==> src/rtl/jtag_scan_master.sv <==
// JTAG scan master: runs one IR or DR scan per accepted request and returns the captured TDO bits.
// The TAP is reset once after rst_i and is always left parked in Run-Test/Idle between scans.
module jtag_scan_master #(
  parameter int unsigned IR_LEN  = 5,
  parameter int unsigned DR_MAX  = 41,
  parameter int unsigned CLK_DIV = 4,
  localparam int unsigned LW = $clog2(DR_MAX + 1)
) (
  input  logic              clk_i,
  input  logic              rst_i,
  input  logic              req_valid_i,
  output logic              req_ready_o,
  input  logic              req_ir_i,
  input  logic [LW-1:0]     req_len_i,
  input  logic [DR_MAX-1:0] req_data_i,
  output logic              rsp_valid_o,
  input  logic              rsp_ready_i,
  output logic [DR_MAX-1:0] rsp_data_o,
  output logic              rsp_err_o,
  output logic              tck_o,
  output logic              tms_o,
  output logic              tdi_o,
  input  logic              tdo_i
);

  localparam int unsigned DW = (CLK_DIV > 1) ? $clog2(CLK_DIV) : 1;

  typedef enum logic [2:0] {StInitRst, StIdle, StPre, StShift, StPost, StResp} state_e;

  state_e            state_q, state_d;
  logic [DW-1:0]     div_q, div_d;
  logic [2:0]        per_q, per_d;
  logic [LW-1:0]     cnt_q, cnt_d, len_q, len_d;
  logic              ir_q, ir_d;
  logic [DR_MAX-1:0] sh_q, sh_d, rsp_data_q, rsp_data_d;
  logic              err_q, err_d;
  logic              tck_q, tck_d, tms_q, tms_d, tdi_q, tdi_d;

  logic tick, active, rise, fall, len_bad;

  assign active  = (state_q == StInitRst) || (state_q == StPre) ||
                   (state_q == StShift) || (state_q == StPost);
  assign tick    = (div_q == DW'(CLK_DIV - 1));
  assign rise    = active && tick && !tck_q;
  assign fall    = active && tick && tck_q;
  assign len_bad = req_ir_i ? (32'(req_len_i) != IR_LEN)
                            : ((req_len_i == '0) || (32'(req_len_i) > DR_MAX));

  always_ff @(posedge clk_i) begin
    if (rst_i) begin
      state_q    <= StInitRst;
      div_q      <= '0;
      per_q      <= '0;
      cnt_q      <= '0;
      len_q      <= '0;
      ir_q       <= 1'b0;
      sh_q       <= '0;
      rsp_data_q <= '0;
      err_q      <= 1'b0;
      tck_q      <= 1'b0;
      tms_q      <= 1'b1;
      tdi_q      <= 1'b0;
    end else begin
      state_q    <= state_d;
      div_q      <= div_d;
      per_q      <= per_d;
      cnt_q      <= cnt_d;
      len_q      <= len_d;
      ir_q       <= ir_d;
      sh_q       <= sh_d;
      rsp_data_q <= rsp_data_d;
      err_q      <= err_d;
      tck_q      <= tck_d;
      tms_q      <= tms_d;
      tdi_q      <= tdi_d;
    end
  end

  // TMS/TDI for the next period are set on the falling-TCK edge that ends the current one.
  always_comb begin
    state_d    = state_q;
    div_d      = div_q;
    per_d      = per_q;
    cnt_d      = cnt_q;
    len_d      = len_q;
    ir_d       = ir_q;
    sh_d       = sh_q;
    rsp_data_d = rsp_data_q;
    err_d      = err_q;
    tck_d      = tck_q;
    tms_d      = tms_q;
    tdi_d      = tdi_q;
    if (active) begin
      div_d = tick ? '0 : div_q + DW'(1);
      if (tick) tck_d = ~tck_q;
    end
    unique case (state_q)
      StInitRst: begin
        if (fall) begin
          if (per_q == 3'd5) begin
            state_d = StIdle;
            per_d   = '0;
          end else begin
            per_d = per_q + 3'd1;
            tms_d = (per_q < 3'd4);
          end
        end
      end
      StIdle: begin
        if (req_valid_i) begin
          ir_d       = req_ir_i;
          len_d      = req_len_i;
          sh_d       = req_data_i;
          rsp_data_d = '0;
          div_d      = '0;
          per_d      = '0;
          cnt_d      = '0;
          err_d      = len_bad;
          if (len_bad) begin
            state_d = StResp;
          end else begin
            state_d = StPre;
            tms_d   = 1'b1;
          end
        end
      end
      StPre: begin
        if (fall) begin
          if (per_q == (ir_q ? 3'd3 : 3'd2)) begin
            state_d = StShift;
            per_d   = '0;
            tms_d   = (len_q == LW'(1));
            tdi_d   = sh_q[0];
          end else begin
            per_d = per_q + 3'd1;
            tms_d = ir_q && (per_q == 3'd0);
          end
        end
      end
      StShift: begin
        if (rise) rsp_data_d[cnt_q] = tdo_i;
        if (fall) begin
          if (cnt_q + LW'(1) == len_q) begin
            state_d = StPost;
            tms_d   = 1'b1;
            tdi_d   = 1'b0;
          end else begin
            cnt_d = cnt_q + LW'(1);
            sh_d  = sh_q >> 1;
            tdi_d = sh_d[0];
            tms_d = (cnt_q + LW'(2) == len_q);
          end
        end
      end
      StPost: begin
        if (fall) begin
          if (per_q == 3'd1) begin
            state_d = StResp;
            per_d   = '0;
          end else begin
            per_d = 3'd1;
            tms_d = 1'b0;
          end
        end
      end
      StResp: begin
        if (rsp_ready_i) state_d = StIdle;
      end
      default: state_d = StInitRst;
    endcase
  end

  always_comb begin
    req_ready_o = (state_q == StIdle);
    rsp_valid_o = (state_q == StResp);
    rsp_err_o   = err_q && (state_q == StResp);
    rsp_data_o  = rsp_data_q;
    tck_o       = tck_q;
    tms_o       = tms_q;
    tdi_o       = tdi_q;
  end

endmodule

==> config.mk <==
export PLATFORM = sky130hd
export DESIGN_NAME = jtag_scan_master
export DESIGN_NICKNAME = d
export VERILOG_FILES = /design/src/rtl/jtag_scan_master.sv
export SDC_FILE = /design/constraint.sdc
export NUM_CORES = 1
export LEC_CHECK = 0
export ABC_AREA = 1
export CAP_MARGIN = 20
export CORE_MARGIN = 1
export CORE_UTILIZATION = 50
export DETAILED_ROUTE_END_ITERATION = 8
export GPL_TIMING_DRIVEN = 0
export MAX_ROUTING_LAYER = met4
export PLACE_DENSITY = 0.76
export REMOVE_ABC_BUFFERS = 1
export SYNTH_ARGS = -nofsm -noshare
export SYNTH_HDL_FRONTEND = slang
export SYNTH_SLANG_ARGS = --single-unit
==> constraint.sdc <==
create_clock -name clk_i -period 2.6 [get_ports clk_i]
set_clock_uncertainty 0.1 [all_clocks]
set_input_delay 0.65 -clock clk_i [delete_from_list [all_inputs] [get_ports clk_i]]
set_output_delay 0.65 -clock clk_i [all_outputs]
set_load 0.005 [all_outputs]
==> flow_metrics.py <==
metrics = {
    "clock_network": {
        "numCtsBuffers": 9,
        "clockRootBuffer": "clkbuf_16",
        "numClockSinks": 107,
        "cts-hold-fix-buffers": 0,
        "path_clk_slew_ps": 70,
        "cts_buffer_depth": 2,
        "clk_latency_ps": 360,
        "cts_tree": "yes",
        "h-tree-depth": 3,
    },
    "floorplanning": {
        "die_area_mm2": 0.0122,
        "num_io_pins": 100,
        "core_mm2": 0.0114,
        "die_w_um": 110,
        "start_util": 0.515,
        "rows": 39,
        "fp.dieH_um": 110,
    },
    "setup_path": {
        "worst_ep_arrival_time_ps": 1760,
        "worst_path_max_delay_cell": "clkdlybuf4s50_1",
        "cp_slowest_stage_delay_ps": 510,
        "crit_path_end_kind": "primary output",
        "critical_path_buf_inv_count": 3,
        "crit_chain": "inv_2 > nor2_4 > nand2_4 > inv_1 > clkdlybuf4s50_1",
        "required_ps": 1850,
        "cpLargestDelayFamily": "buffers and inverters",
        "worstSetupPathType": "reg2out",
        "start_kind": "register",
        "worstPathMaxFanout": 8,
    },
    "pwr": {
        "power_density_mw_per_mm2": 441,
        "p_leak_nw": 2.58,
        "p_total_mw": 3.20,
        "vdd_drop_max_mv": 0.630,
    },
    "layout": {
        "antenna_cells": 0,
        "final_design_area_no_fill_mm2": 0.00727,
        "stdcell_count": 1085,
        "area_growth_pct": 23.8,
        "drive_gt1_frac": 0.0626,
        "nFillCells": 1056,
        "num-nets-final": 999,
        "utilization": 0.637,
    },
    "detailed_routing": {
        "viasPerCell": 5.37,
        "drt-initial-drc-count": 381,
        "drcViolationCount": 0,
        "drt-total-wl_um": 15400,
        "vias": 5825,
        "routedWlPerCell_um": 14.2,
        "ant_nets": 0,
        "dr.pass1.iters": 5,
    },
    "global_route": {
        "grt_pass1_vias": 5233,
        "grtUsageTotal": 0.260,
        "antenna_found_initial": 0,
        "gr-total-overflow": 0,
        "grt_pass1_wl_um": 25400,
        "grt_max_degree": 62,
    },
    "status": {
        "run_status": "completed",
    },
    "synthesis": {
        "synth_area_mm2": 0.00588,
        "netlist-cell-type-count": 34,
        "syn_area_per_cell_um2": 6.79,
        "ys_seq_elements": 107,
        "ys_seq_area_frac": 0.364,
        "syn_inst": 865,
        "yosysWarningCount": 0,
    },
    "placed_design": {
        "post-place-ws_ps": -1320,
        "dpl_cell_area_mm2": 0.00683,
        "placed_cells": 1059,
        "numPortBuffers": 99,
        "dp_hpwl_um": 9390,
        "gp_congestion": 0.890,
    },
    "sta": {
        "post-route-period-util": 0.965,
        "setup_viol": 0,
        "max_freq_ghz": 0.399,
        "fin_ws_ps": 91.8,
        "drv_slew": 0,
        "slew_headroom": 0.260,
        "worstMarginPinSlew_ps": 1110,
        "final-hold-violation-count": 0,
        "period_minus_slack_ps": 2510,
    },
    "run": {
        "cap_violations": 0,
    },
    "min_path": {
        "worst_hold_path_type": "reg2reg",
    },
}
-- synthesized netlist by cell type, drive strengths merged --
master | count | area share
nand4 | 51 | 0.055
dfxtp | 107 | 0.36
mux2i | 39 | 0.066
a31oi | 1 | 0.0011
nor3 | 4 | 0.0034
clkinv | 2 | 0.0013
nand2 | 215 | 0.14
xor2 | 5 | 0.0075
clkbuf | 24 | 0.015
and3 | 1 | 0.0011
inv | 48 | 0.031
a211oi | 3 | 0.0038
a21oi | 58 | 0.051
nor2 | 174 | 0.12
and2 | 1 | 0.0011
xnor2 | 2 | 0.0030
o21ai | 60 | 0.051
ha | 9 | 0.019
buf | 27 | 0.034
o211ai | 1 | 0.0013
nand3 | 33 | 0.029
-- routing by layer --
| metal | track usage | wire length, um | vias to the layer above |
|---|---|---|---|
| met2 | 0.415 | 7230 | 186 |
| met1 | 0.321 | 6860 | 2611 |
| met4 | 0.0862 | 323 | 0 |
| met3 | 0.0642 | 943 | 31 |
| li1 | - | - | 2997 |
| met5 | - | 0 | - |
-- cell type report --
cell class	count	area [um2]	share of cell area
sequential	107	2150	0.295
tap	143	179	0.0246
inverter	50	195	0.0268
clock buffer	9	225	0.0310
multi-input combinational	661	3330	0.458
timing repair buffer	108	1130	0.155
clock inverter	7	68.8	0.00946
-- flip-flops by register name, indices dropped and copies added (netlist names), 2 cells and up --
| register | count |
|---|---|
| sh_q | 41 |
| len_q | 6 |
| div_q | 2 |
| cnt_q | 6 |
| per_q | 3 |
| state_q | 3 |
| rsp_data_o | 41 |
-- worst reg2reg max path, cell delays in order (launching register included) --
cell     delay (ps)
dfxtp_1         410
inv_2            90
nand2_2         110
nand2_2         100
nor2_2          130
nand2_1         270
a21oi_2         560
buf_8           230
nand4_1         100
nand2_1         120
nor2_1           50
-- repair_timing --
action,CTS,global route
pin swaps,3,2
cloned,4,0
gates resized for setup,6,10
endpoints found under the setup margin,94,87
setup buffers,3,2
-- worst paths after layout --
path                                     start              to  slack (ps)  depth (start not counted)
worst min-delay path            rsp_data_o[15]  rsp_data_o[15]         360                          2
worst min register to register  rsp_data_o[15]  rsp_data_o[15]         360                          2
worst max-delay path                state_q[0]     req_ready_o          90                          5
worst max register to register      state_q[1]        sh_q[10]         240                         10
-- through the flow --
stage	setup TNS (ps)	hold slack, ps
finish	0	365
global route	-0.101	386
CTS	0	368
detailed placement	-66780	357
global placement	-224550	351
floorplan	-48200	349
-- cell families (layout without fill, tap and decap cells) --
family / after synthesis / after routing / synth area share
flip-flops: 107 / 107 / 0.364
adder cells (fa/ha/maj): 9 / 9 / 0.0192
AND/OR/NAND/NOR: 479 / 482 / 0.350
AO/OA/AOI/OAI: 123 / 124 / 0.109
XOR/XNOR: 7 / 7 / 0.0104
multiplexers: 39 / 39 / 0.0664
buffers and inverters: 101 / 174 / 0.0813
-- power by group --
part	internal, mW	switching [mW]	total (mW)	leakage (nW)
Clock	0.744	0.639	1.38	0.141
Combinational	0.0990	0.0758	0.175	1.58
Sequential	1.64	0.00403	1.65	0.865
-- cells in the final DEF (no fill, tap or decap), drive strengths merged --
cell type / count
nand3: 33
and2: 1
and3: 1
buf: 10
a31oi: 1
o21ai: 60
xor2: 5
clkinv: 5
nor2: 177
xnor2: 2
inv: 49
clkdlybuf4s50: 98
nor3: 4
mux2i: 39
clkbuf: 9
nand2: 215
a211oi: 3
a21oi: 59
bufinv: 1
nand4: 51
o211ai: 1
dfxtp: 107
ha: 9
clkinvlp: 2
(Power assumes the default switching activity.)
